<file path="config.mk">
export PLATFORM = sky130hd
export DESIGN_NAME = seq_divider_flat
export DESIGN_NICKNAME = d
export VERILOG_FILES = /design/src/rtl/seq_divider_if.sv /design/src/rtl/seq_divider.sv /design/src/flat_wrapper.sv
export SDC_FILE = /design/constraint.sdc
export NUM_CORES = 1
export LEC_CHECK = 0
export CAP_MARGIN = 20
export CORE_MARGIN = 1.5
export CORE_UTILIZATION = 48
export DETAILED_ROUTE_END_ITERATION = 6
export GPL_ROUTABILITY_DRIVEN = 0
export PLACE_DENSITY = 0.72
export SLEW_MARGIN = 25
export SYNTH_ARGS = -nofsm -noshare
export SYNTH_HDL_FRONTEND = slang
export SYNTH_SLANG_ARGS = --single-unit
</file>
<file path="constraint.sdc">
create_clock -name clk -period 5.5 [get_ports clk]
set_input_delay 1.1 -clock clk [delete_from_list [all_inputs] [get_ports clk]]
set_output_delay 1.1 -clock clk [all_outputs]
set_load 0.05 [all_outputs]
</file>
<file path="src/rtl/seq_divider_if.sv">
// seq_divider_if: request/response bundle for the sequential divider.
//
// The master (the requesting core) drives the operands and the start pulse.
// The slave (the divider) returns the status, the results and the
// divide-by-zero flag.
//
// Signals:
//   start        request pulse, sampled by the divider only while busy=0
//   dividend     numerator, captured when start is accepted
//   divisor      denominator, captured when start is accepted
//   sign_op      1 = signed division (honoured only when DIV_SIGNED_EN is defined)
//   busy         high while an operation is in flight (CALC or FIN)
//   done         one-cycle pulse; the results are valid in this cycle
//   quotient     registered result
//   remainder    registered result
//   div_by_zero  set together with done when the captured divisor was 0
interface seq_divider_if #(
  parameter int WIDTH = 32
) ();

  logic             start;
  logic [WIDTH-1:0] dividend;
  logic [WIDTH-1:0] divisor;
  logic             sign_op;
  logic             busy;
  logic             done;
  logic [WIDTH-1:0] quotient;
  logic [WIDTH-1:0] remainder;
  logic             div_by_zero;

  modport master (
    output start, dividend, divisor, sign_op,
    input  busy, done, quotient, remainder, div_by_zero
  );

  modport slave (
    input  start, dividend, divisor, sign_op,
    output busy, done, quotient, remainder, div_by_zero
  );

endinterface

</file>
<file path="src/rtl/seq_divider.sv">
// seq_divider: multi-cycle restoring integer divider (DIV/DIVU unit).
//
// One shift-and-subtract step is performed per clock. Operands are captured
// on an accepted start. The quotient and remainder are registered on the
// edge that enters FIN, so done rises WIDTH+1 cycles after the start cycle,
// or 1 cycle after it when the divisor is zero.
//
// Ports:
//   clk     rising-edge clock
//   rst     asynchronous, active-high reset
//   div_if  seq_divider_if.slave (start/operands in; busy/done/results out)
//
// Parameters:
//   WIDTH   operand, quotient and remainder width in bits (>= 2)
//
// Build option:
//   DIV_SIGNED_EN  when defined, sign_op=1 selects signed division. The
//                  operand magnitudes go through the unsigned core, and the
//                  results are sign-corrected on entry to FIN. When the
//                  macro is undefined, sign_op is ignored and no sign logic
//                  is built.
//
// state | meaning
// ------+-----------------------------------------------------------------
// IDLE  | waiting for start; results from the previous operation are held
// CALC  | one restoring step per cycle; the counter runs from WIDTH to 0
// FIN   | results valid, done=1 for this single cycle
module seq_divider #(
  parameter int WIDTH = 32
) (
  input logic          clk,
  input logic          rst,
  seq_divider_if.slave div_if
);

  localparam int CW = $clog2(WIDTH + 1);

  typedef enum logic [1:0] {
    IDLE = 2'd0,
    CALC = 2'd1,
    FIN  = 2'd2
  } state_e;

  state_e           state_q, state_d;
  logic [CW-1:0]    cnt_q, cnt_d;
  logic [WIDTH-1:0] prem_q, prem_d;   // partial remainder
  logic [WIDTH-1:0] wq_q, wq_d;       // working quotient (initially the dividend)
  logic [WIDTH-1:0] dvs_q, dvs_d;     // captured divisor magnitude
  logic [WIDTH-1:0] quo_q, quo_d;
  logic [WIDTH-1:0] rem_q, rem_d;
  logic             dbz_q, dbz_d;

  // Datapath for one restoring step
  logic [WIDTH:0]   shifted;
  logic [WIDTH:0]   trial;
  logic [WIDTH-1:0] step_prem;
  logic [WIDTH-1:0] step_wq;

  // Operand preparation at acceptance, and the final result formatting
  logic [WIDTH-1:0] dvd_mag;
  logic [WIDTH-1:0] dvs_mag;
  logic [WIDTH-1:0] fin_quo;
  logic [WIDTH-1:0] fin_rem;

`ifdef DIV_SIGNED_EN
  logic neg_quo_q, neg_quo_d;
  logic neg_rem_q, neg_rem_d;
  logic dvd_neg;
  logic dvs_neg;
`else
  logic unused_sign_op;
`endif

  // {prem, wq} behaves as one register shifted left by 1. The trial
  // subtraction is WIDTH+1 bits wide, so its MSB is the borrow: 1 means
  // the shifted remainder is smaller than the divisor, and the step restores.
  always_comb begin
    shifted   = {prem_q, wq_q[WIDTH-1]};
    trial     = shifted - {1'b0, dvs_q};
    step_prem = trial[WIDTH] ? shifted[WIDTH-1:0] : trial[WIDTH-1:0];
    step_wq   = {wq_q[WIDTH-2:0], ~trial[WIDTH]};
  end

`ifdef DIV_SIGNED_EN
  // The most-negative dividend negates to itself. Read as unsigned, that is
  // the correct magnitude, so MIN / -1 yields MIN with no special case.
  always_comb begin
    dvd_neg = div_if.sign_op & div_if.dividend[WIDTH-1];
    dvs_neg = div_if.sign_op & div_if.divisor[WIDTH-1];
    dvd_mag = dvd_neg ? (~div_if.dividend + 1'b1) : div_if.dividend;
    dvs_mag = dvs_neg ? (~div_if.divisor + 1'b1) : div_if.divisor;
    fin_quo = neg_quo_q ? (~step_wq + 1'b1) : step_wq;
    fin_rem = neg_rem_q ? (~step_prem + 1'b1) : step_prem;
  end
`else
  always_comb begin
    dvd_mag = div_if.dividend;
    dvs_mag = div_if.divisor;
    fin_quo = step_wq;
    fin_rem = step_prem;
  end

  assign unused_sign_op = div_if.sign_op;
`endif

  always_comb begin
    state_d = state_q;
    cnt_d   = cnt_q;
    prem_d  = prem_q;
    wq_d    = wq_q;
    dvs_d   = dvs_q;
    quo_d   = quo_q;
    rem_d   = rem_q;
    dbz_d   = dbz_q;
`ifdef DIV_SIGNED_EN
    neg_quo_d = neg_quo_q;
    neg_rem_d = neg_rem_q;
`endif

    unique case (state_q)
      IDLE: begin
        if (div_if.start) begin
          prem_d = '0;
          wq_d   = dvd_mag;
          dvs_d  = dvs_mag;
          cnt_d  = CW'(WIDTH);
`ifdef DIV_SIGNED_EN
          neg_quo_d = dvd_neg ^ dvs_neg;
          neg_rem_d = dvd_neg;
`endif
          if (div_if.divisor == '0) begin
            // The divide-by-zero result is known at once, so skip CALC.
            // The remainder is the original dividend, not its magnitude.
            state_d = FIN;
            quo_d   = '1;
            rem_d   = div_if.dividend;
            dbz_d   = 1'b1;
          end else begin
            state_d = CALC;
          end
        end
      end

      CALC: begin
        prem_d = step_prem;
        wq_d   = step_wq;
        cnt_d  = cnt_q - 1'b1;
        if (cnt_q == CW'(1)) begin
          state_d = FIN;
          quo_d   = fin_quo;
          rem_d   = fin_rem;
          dbz_d   = 1'b0;
        end
      end

      FIN: begin
        state_d = IDLE;
      end

      default: begin
        state_d = IDLE;
      end
    endcase
  end

  always_ff @(posedge clk or posedge rst) begin
    if (rst) begin
      state_q <= IDLE;
      cnt_q   <= '0;
      prem_q  <= '0;
      wq_q    <= '0;
      dvs_q   <= '0;
      quo_q   <= '0;
      rem_q   <= '0;
      dbz_q   <= 1'b0;
    end else begin
      state_q <= state_d;
      cnt_q   <= cnt_d;
      prem_q  <= prem_d;
      wq_q    <= wq_d;
      dvs_q   <= dvs_d;
      quo_q   <= quo_d;
      rem_q   <= rem_d;
      dbz_q   <= dbz_d;
    end
  end

`ifdef DIV_SIGNED_EN
  always_ff @(posedge clk or posedge rst) begin
    if (rst) begin
      neg_quo_q <= 1'b0;
      neg_rem_q <= 1'b0;
    end else begin
      neg_quo_q <= neg_quo_d;
      neg_rem_q <= neg_rem_d;
    end
  end
`endif

  assign div_if.busy        = (state_q != IDLE);
  assign div_if.done        = (state_q == FIN);
  assign div_if.quotient    = quo_q;
  assign div_if.remainder   = rem_q;
  assign div_if.div_by_zero = dbz_q;

endmodule

</file>
<file path="src/flat_wrapper.sv">
// flat-port wrapper written by rule: the top's interface ports become plain ports
module seq_divider_flat 
#(
  parameter int WIDTH = 32
)
  (clk, rst, div_if_start, div_if_dividend, div_if_divisor, div_if_sign_op, div_if_busy, div_if_done, div_if_quotient, div_if_remainder, div_if_div_by_zero);
  seq_divider_if #(.WIDTH(WIDTH)) div_if_i ();
  input logic clk;
  input logic rst;
  input wire logic [$bits(div_if_i.start)-1:0] div_if_start;
  input wire logic [$bits(div_if_i.dividend)-1:0] div_if_dividend;
  input wire logic [$bits(div_if_i.divisor)-1:0] div_if_divisor;
  input wire logic [$bits(div_if_i.sign_op)-1:0] div_if_sign_op;
  output wire logic [$bits(div_if_i.busy)-1:0] div_if_busy;
  output wire logic [$bits(div_if_i.done)-1:0] div_if_done;
  output wire logic [$bits(div_if_i.quotient)-1:0] div_if_quotient;
  output wire logic [$bits(div_if_i.remainder)-1:0] div_if_remainder;
  output wire logic [$bits(div_if_i.div_by_zero)-1:0] div_if_div_by_zero;
  assign div_if_i.start = div_if_start;
  assign div_if_i.dividend = div_if_dividend;
  assign div_if_i.divisor = div_if_divisor;
  assign div_if_i.sign_op = div_if_sign_op;
  assign div_if_busy = div_if_i.busy;
  assign div_if_done = div_if_i.done;
  assign div_if_quotient = div_if_i.quotient;
  assign div_if_remainder = div_if_i.remainder;
  assign div_if_div_by_zero = div_if_i.div_by_zero;
  seq_divider #(.WIDTH(WIDTH)) u_core (.clk(clk), .rst(rst), .div_if(div_if_i));
endmodule
</file>
Word level (Yosys, flattened, before mapping)
Cells that the tools add are included.
W data, S select, Z words.
Storage, ports and cells
  output and inout bits: 67
  input port bits: 68
  logic and storage cells: 48
  register bits: 169
Operators by class
  reduce and logical (&&, ||, !) cells: 8
  muxes and demuxes: 23
  bitwise logic cells: 1
  $add $sub $neg: 2
  equal/unequal tests: 6
Operator list (count)
  $mux W32: 9
  $pmux W32 S2: 4
  $sub A33 B32 Y33: 1
  $logic_not A32 Y1: 1
  $pmux W6 S2: 1
  $eq A6 B1 Y1 const B: 1
  $mux W2: 3
  $mux W6: 1
  $reduce_and A2 Y1: 3
  $sub A6 B1 Y6 const B: 1
  $ne A2 B1 Y1 const B: 2
  $pmux W2 S2: 1
  $reduce_and A4 Y1: 1
  $reduce_bool A2 Y1: 2
  $mux W1: 3
  $eq A2 B1 Y1 const B: 1
  $eq A2 B2 Y1 const B: 1
  $logic_not A2 Y1: 1
  $ne A2 B2 Y1 const B: 1
  $pmux W1 S2: 1
  $not A1 Y1: 1

Logic depth before layout (Yosys ltp)
Gate-level depths: netlist (run 1).
  depth in word-level cells: 4
  gate-level depth with buffers: 15

Worst setup path before layout (run 1)
Ideal clock, no wire load.
  kind: reg2reg
  start: reg u_core.wq_q[31]
  end: reg u_core.rem_q[1], in the netlist u_core.div_if.remainder[1]
  required time: 5360 ps
  arrival: 2889 ps
  path slack: 2472 ps
  library setup time: 140 ps
  clock period less this slack: 3028 ps
  stages on the path, launching flop included: 15
  path through: dfrtp_1 inv_1 ha_1 inv_1 fa_1 a21o_1 a221oi_2 a211oi_2 o2111ai_1 o211ai_2 xor2_2 buf_6 buf_8 mux2i_1 o211ai_2
Between the ends
  longest elaborated chain between the ends: 4
Ends and longest elaborated chain
  from (decl): line seq_divider.sv:47  | logic [WIDTH-1:0] wq_q, wq_d;
  from (signal assigned): line seq_divider.sv:180  | wq_q <= wq_d;
  $sub A33 B32 Y33: line seq_divider.sv:79  | trial = shifted - {1'b0, dvs_q};
  $mux W32: line seq_divider.sv:80  | step_prem = trial[WIDTH] ? shifted[WIDTH-1:0] : trial[WIDTH-1:0];
  $mux W32: line seq_divider.sv:148  | if (cnt_q == CW'(1)) begin
  $pmux W32 S2: line seq_divider.sv:120  | unique case (state_q)
  to (signal assigned): line seq_divider.sv:183  | rem_q <= rem_d;
  to (decl): line seq_divider.sv:50  | logic [WIDTH-1:0] rem_q, rem_d;
No other way between the ends. The select of a mux whose other input is x is not followed.
A chain may end at the register's enable or synchronous reset.

Worst setup path after layout (run 1)
  start: reg u_core.wq_q[31]
  end: reg u_core.rem_q[15], in the netlist u_core.div_if.remainder[15]
Same word-level chain as after synthesis.

==> metrics.md, run 1 <==
| Metric | Value |
|---|---|
| Status | `complete, but fails checks` |
| Violated checks | `DRC` |
| Routed len/inst | `16.6 µm` |
| Post-DRT Antenna Nets | `0` |
| Via count | `7,563` |
| Drt total wl | `22,500 µm` |
| Cell Chain, Critical Path | `inv_1 -> ha_1 -> inv_1 -> fa_1 -> a21o_1 -> a221oi_2 -> a211oi_2 -> o2111ai_1 -> o211ai_2 -> xor2_4 -> buf_4 -> mux2i_1 -> o21ai_1 -> o21a_1` |
| TritonCTS clock tree | `done` |
| Area leader, netlist | `dfrtp_1` |
| Initial detailed-routing violation count | `550` |
| Post-cts gate resize count | `0` |
| CTS Hold Bufs | `0` |
| Crit start category | `register` |
| Cell mode on critical path | `inv_1` |
| Post-synthesis sequential area ratio | `0.476` |
| Global Route met2 Usage | `0.403` |
| Clock slew at reported path FFs | `0.07 ns` |
| Yosys reg bits | `169` |
| Mapped Nets | `1,112` |
| Syn avg cell area | `8.81 µm²` |
| Cell Area, Synth | `8890 µm²` |
| Fmax | `243 MHz` |
| Final setup viols | `0` |
| Antenna violations before repair | `0` |
| CP Buf/Inv Count | `3` |
| Starting Density | `0.491` |
| CP arrival | `4.45 ns` |
| Synth cell types | `54` |
| Tcrit/Tclk final | `0.749` |
| Worst skew pair latency | `0.43 ns` |
| Fin. max-slew vios | `0` |
| Post-route setup TNS | `0 ns` |
| Cells after Synth | `1,009` |
| Met3 GRT Util | `0.0456` |
| Global-route wire length before repair | `37,300 µm` |
| Post-synth EDFFs | `0` |
| Worst path max stage delay | `0.60 ns` |
| I/O pin cnt | `135` |
| Crit path max-delay family | `compound AO/OA/AOI/OAI gates` |
| Worst-margin pin slew | `0.990 ns` |
| DIE WIDTH | `139 µm` |
| Top-count cell post-synth | `nand2_1` |
| Worst Setup End Kind | `register` |
| Min cycle time layout | `4.12 ns` |
| Worst Hold Class | `reg2reg` |
| R2r worst-path depth | `14` |
| WS Path Type | `reg2reg` |
| CP required | `5.83 ns` |
| Net count, final | `1,216` |
| Synth warnings | `0` |
| Post-synth top area share | `0.476` |
| Synth top area cells | `dfrtp_1, nand2_1, o21ai_0` |
| Post-CTS Setup Bufs | `0` |
| # rows | `49` |
| Chip height | `139 µm` |
| Ant diodes | `0` |
| Largest net degree at the start of global routing | `170` |
| All-Layer GR Usage | `0.241` |
| Asr flop ratio synth | `1.00` |
| Clock Path Buffers | `2` |
| Total clock buffers created by CTS | `17` |
| Clk root buf | `clkbuf_16` |
| Max cap viols | `0` |
| Final routed DRC violation total | `11` |
| H-tree Lvls | `4` |
| Fraction of layout cells with a size suffix above 1 | `0.0551` |
| Detailed Routing Iterations Pass 1 | `7` |
| Slowest CP cell | `xor2_4` |
| Fin Clk Skew | `0.00968 ns` |
| Met1 GRT Util | `0.319` |
| Worst-path fanout max | `21` |
| Slew headroom | `0.340` |
| WP depth | `14` |
| Clock tree sinks | `169` |
| Vias/cell | `5.58` |
| Gr busiest metal | `met2` |
| Reg2reg setup slack | `1.38 ns` |
| Vias in the first global route | `7,359` |
| Post-DP HPWL | `15,800 µm` |
| Final hold violations | `0` |
| GRT overflow | `0` |
| Top post-synthesis cells by count | `nand2_1, dfrtp_1, o21ai_0, nor2_1, a21oi_1` |
| Placeable Area | `18,100 µm²` |
| Die footprint | `19,300 µm²` |
| RSZ-0062 raised after global routing | `no` |
| Main synth FF type | `dfrtp_1` |
| Area grow syn2layout | `24.1%` |
| Hold Path Cell Cnt | `2` |
| I/O Buffers | `133` |
## logic make-up (layout without fill, tap and decap cells)
group                    count (synthesis)  count (layout)  share of synthesized area
XOR/XNOR                                28              28                     0.0284
AND/OR/NAND/NOR                        375             375                      0.180
adder cells (fa/ha/maj)                 35              35                     0.0501
AO/OA/AOI/OAI                          274             274                      0.189
buffers and inverters                  101             218                     0.0463
multiplexers                            27              27                     0.0307
flip-flops                             169             169                      0.476
## per-layer routing
| metal | wire, µm | up-vias |
|---|---|---|
| met5 | 0 | - |
| met3 | 1080 | 40 |
| met4 | 527 | 0 |
| met2 | 11100 | 219 |
| met1 | 9850 | 3610 |
| li1 | - | 3694 |
## stage by stage
step | util | area (µm²) | worst slack (ns) | std cells | hold WS, ns
global placement | 0.573 | 10400 | 1.33 | 1323 | 0.463
CTS | 0.609 | 11000 | 1.37 | 1355 | 0.484
floorplan | - | 8890 | 2.25 | 1009 | 0.452
finish | 0.610 | 11000 | 1.38 | 1355 | 0.478
global route | 0.610 | 11000 | 1.12 | 1355 | 0.504
detailed placement | 0.573 | 10400 | 1.22 | 1323 | 0.470
## flip-flops by register name, summed over array words and instances (netlist names)
register and count:
u_core.div_if.quotient 32, u_core.div_if.remainder 32, u_core.dvs_q 32, u_core.prem_q 32, u_core.wq_q 32, u_core.cnt_q 6, u_core.state_q 2, u_core.div_if.div_by_zero 1
## placed cells by master, fill, tap and decap left out, types with 4 or more instances in the layout
cell type        instances
buf_4                    8
nand4_1                  7
nor3_1                   7
xnor2_1                 15
ha_1                    34
o21ai_0                104
nand2_1                215
a21oi_1                 46
bufinv_16                5
o211ai_1                16
o21a_1                   7
a21o_1                  11
nand2b_1                 9
or2_2                    4
o211ai_2                11
a31oi_1                 40
dfrtp_1                169
o21ai_1                 16
nor2_1                  67
inv_1                   42
clkdlybuf4s50_1        133
and3_1                   9
mux2i_1                 25
nor4_1                   9
xor2_1                  12
nand3_1                 33
a211oi_1                 5
clkbuf_16               17
## path summary, 6_finish.rpt
| check | startpoint | endpoint |
|---|---|---|
| max | u_core.wq_q[31] | u_core.div_if.remainder[15] |
| min | u_core.div_if.quotient[26] | u_core.div_if.quotient[26] |
| min in group asynchronous | rst | u_core.dvs_q[7] |
| min reg2reg | u_core.div_if.quotient[26] | u_core.div_if.quotient[26] |
| max in group asynchronous | rst | u_core.prem_q[10] |
| max reg2reg | u_core.wq_q[31] | u_core.div_if.remainder[15] |
## layout make-up
| class | count | area, µm² |
|---|---|---|
| multi-input cells | 739 | 4270 |
| clock buffers | 22 | 474 |
| flip-flops and latches | 169 | 4230 |
| well taps | 229 | 287 |
| repair buffers | 142 | 1410 |
| clock inverters | 10 | 188 |
| inverters | 44 | 169 |
| fillers | 1535 | 7060 |
## worst register-to-register path, cell delays in order, from the launching register on
cell and delay [ns]:
dfrtp_1 0.39, inv_1 0.10, ha_1 0.18, inv_1 0.06, fa_1 0.40, a21o_1 0.21
a221oi_2 0.43, a211oi_2 0.17, o2111ai_1 0.38, o211ai_2 0.19, xor2_4 0.60, buf_4 0.32
mux2i_1 0.36, o21ai_1 0.10, o21a_1 0.14
Power of run 1 is not shown: default switching activity piles up to over one toggle a cycle in this logic, so the estimate is an artifact.
==> inputs of run 2 (changes only) <==
==> constraint.sdc (replaced) <==
create_clock -name clk -period 3.78 [get_ports clk]
set_input_delay 0.756 -clock clk [delete_from_list [all_inputs] [get_ports clk]]
set_output_delay 0.756 -clock clk [all_outputs]
set_load 0.05 [all_outputs]
==> metrics.md, run 2 (synthesis gave the netlist of run 1 again) <==
| Metric | Value |
|---|---|
| Via count | `7,646 (was 7,563)` |
| Initial detailed-routing violation count | `557 (was 550)` |
| Hold Path Cell Cnt | `2 (unchanged)` |
| Violated checks | `DRC (unchanged)` |
| Starting Density | `0.491 (unchanged)` |
| Max cap viols | `0 (unchanged)` |
| Chip height | `139 µm (unchanged)` |
| Slew headroom | `0.375 (was 0.340)` |
| Placeable Area | `18,100 µm² (unchanged)` |
| Multi-input logic area | `4270 µm² (unchanged)` |
| Final hold violations | `0 (unchanged)` |
| CP arrival | `3.96 ns (was 4.45 ns)` |
| CP required | `4.12 ns (was 5.83 ns)` |
| Largest net degree at the start of global routing | `98 (was 170)` |
| Most frequent cells in the layout | `nand2_1, dfrtp_1, clkdlybuf4s50_1 (unchanged)` |
| # rows | `49 (unchanged)` |
| Fraction of layout cells with a size suffix above 1 | `0.0684 (was 0.0551)` |
| GRT overflow | `0 (unchanged)` |
| Drt total wl | `22,900 µm (was 22,500 µm)` |
| WS Path Type | `reg2reg (unchanged)` |
| RSZ-0062 raised after global routing | `no (unchanged)` |
| Worst Setup End Kind | `register (unchanged)` |
| Crit start category | `register (unchanged)` |
| All-Layer GR Usage | `0.242 (was 0.241)` |
| Fmax | `276 MHz (was 243 MHz)` |
| Total clock buffers created by CTS | `17 (unchanged)` |
| R2r worst-path depth | `14 (unchanged)` |
| Clk root buf | `clkbuf_16 (unchanged)` |
| Worst-margin pin slew | `0.937 ns (was 0.990 ns)` |
| Clock tree sinks | `169 (unchanged)` |
| Global-route wire length before repair | `37,300 µm (about the same)` |
| FILL cells | `1,534 (was 1,535)` |
| Post-DRT Antenna Nets | `0 (unchanged)` |
| DIE WIDTH | `139 µm (unchanged)` |
| Final setup viols | `0 (unchanged)` |
| Ant diodes | `0 (unchanged)` |
| CTS Hold Bufs | `0 (unchanged)` |
| Min cycle time layout | `3.62 ns (was 4.12 ns)` |
| I/O pin cnt | `135 (unchanged)` |
| Post-DP HPWL | `16,500 µm (was 15,800 µm)` |
| Status | `complete, but fails checks (unchanged)` |
| Antenna violations before repair | `0 (unchanged)` |
| Vias in the first global route | `7,389 (was 7,359)` |
| I/O Buffers | `133 (unchanged)` |
| Post-cts gate resize count | `0 (unchanged)` |
| Fin Clk Skew | `0.0131 ns (was 0.00968 ns)` |
| Tcrit/Tclk final | `0.959 (was 0.749)` |
| Clock Path Buffers | `2 (unchanged)` |
| Die footprint | `19,300 µm² (unchanged)` |
| Net count, final | `1,230 (was 1,216)` |
| Worst skew pair latency | `0.44 ns (was 0.43 ns)` |
| Post-CTS Setup Bufs | `0 (unchanged)` |
| Area grow syn2layout | `24.9% (was 24.1%)` |
| Routed len/inst | `16.7 µm (was 16.6 µm)` |
| Clock slew at reported path FFs | `0.07 ns (about the same)` |
| Worst Hold Class | `reg2reg (unchanged)` |
| Vias/cell | `5.59 (was 5.58)` |
| Final routed DRC violation total | `11 (unchanged)` |
| Fin. max-slew vios | `0 (unchanged)` |
| Post-route setup TNS | `0 ns (unchanged)` |
| TritonCTS clock tree | `done (unchanged)` |
| Detailed Routing Iterations Pass 1 | `7 (unchanged)` |
| Reg area | `4230 µm² (unchanged)` |
| H-tree Lvls | `4 (unchanged)` |
| Worst-path fanout max | `3 (was 21)` |
| Most common cell after layout, fill and taps aside | `nand2_1 (unchanged)` |
-- run 2: changes by cell type in the layout (fill, tap and decap cells not counted), moves of 2 or more --
cell,previous run,this run
buf_12,1,3
clkinv_4,0,2
inv_8,0,5
clkinv_8,0,2
inv_6,2,4
clkbuf_1,2,0
bufinv_16,5,0
buf_4,8,19
clkbuf_8,3,1
-- run 2: final timing paths --
path / from / endpoint / slack (ns)
max in group asynchronous: rst / u_core.div_if.quotient[16] / 2.26
setup reg to reg: u_core.wq_q[31] / u_core.div_if.remainder[30] / 0.16
setup / recovery: u_core.wq_q[31] / u_core.div_if.remainder[30] / 0.16
min in group asynchronous: rst / u_core.dvs_q[4] / 0.74
hold / removal: u_core.div_if.quotient[27] / u_core.div_if.quotient[27] / 0.48
hold reg to reg: u_core.div_if.quotient[27] / u_core.div_if.quotient[27] / 0.48
-- run 2: final cells by class --
class | instances | area share
clock buffer | 18 | 0.0396
multi-input combinational | 739 | 0.384
clock inverter | 14 | 0.0134
timing repair buffer | 156 | 0.141
sequential | 169 | 0.381
tap | 229 | 0.0258
inverter | 44 | 0.0152
-- run 2: routing by layer --
metal | wire length [µm] | global-route usage | vias up | part of all wire
li1 | - | - | 3739 | -
met1 | 10100 | 0.320 | 3660 | 0.44
met2 | 11300 | 0.404 | 214 | 0.49
met3 | 1030 | 0.0439 | 33 | 0.045
met4 | 468 | 0.0756 | 0 | 0.020
met5 | 0 | 0 | - | 0
-- run 2: stage by stage --
step	hold slack, ns	setup slack (ns)	util	instance area, µm²	instances
after global routing	0.507	0.0301	0.614	11100	1369
after global placement	0.463	0.308	0.580	10500	1336
final	0.484	0.156	0.614	11100	1369
after CTS	0.488	0.237	0.612	11100	1368
after floorplan	0.452	0.752	-	8890	1009
after detailed placement	0.470	0.272	0.580	10500	1336
-- run 2: critical path, cell delays in order, from the launching register on --
cell and delay, ns:
dfrtp_1 0.39, inv_1 0.08, ha_1 0.20, inv_1 0.07, fa_1 0.40, a21o_1 0.21, a221oi_2 0.30, buf_4 0.19
o31a_1 0.22, o2111ai_1 0.17, a21o_1 0.27, a311oi_1 0.44, xnor2_1 0.19, mux2i_1 0.14, a211oi_1 0.25
Power of run 2 is left out for the same reason.
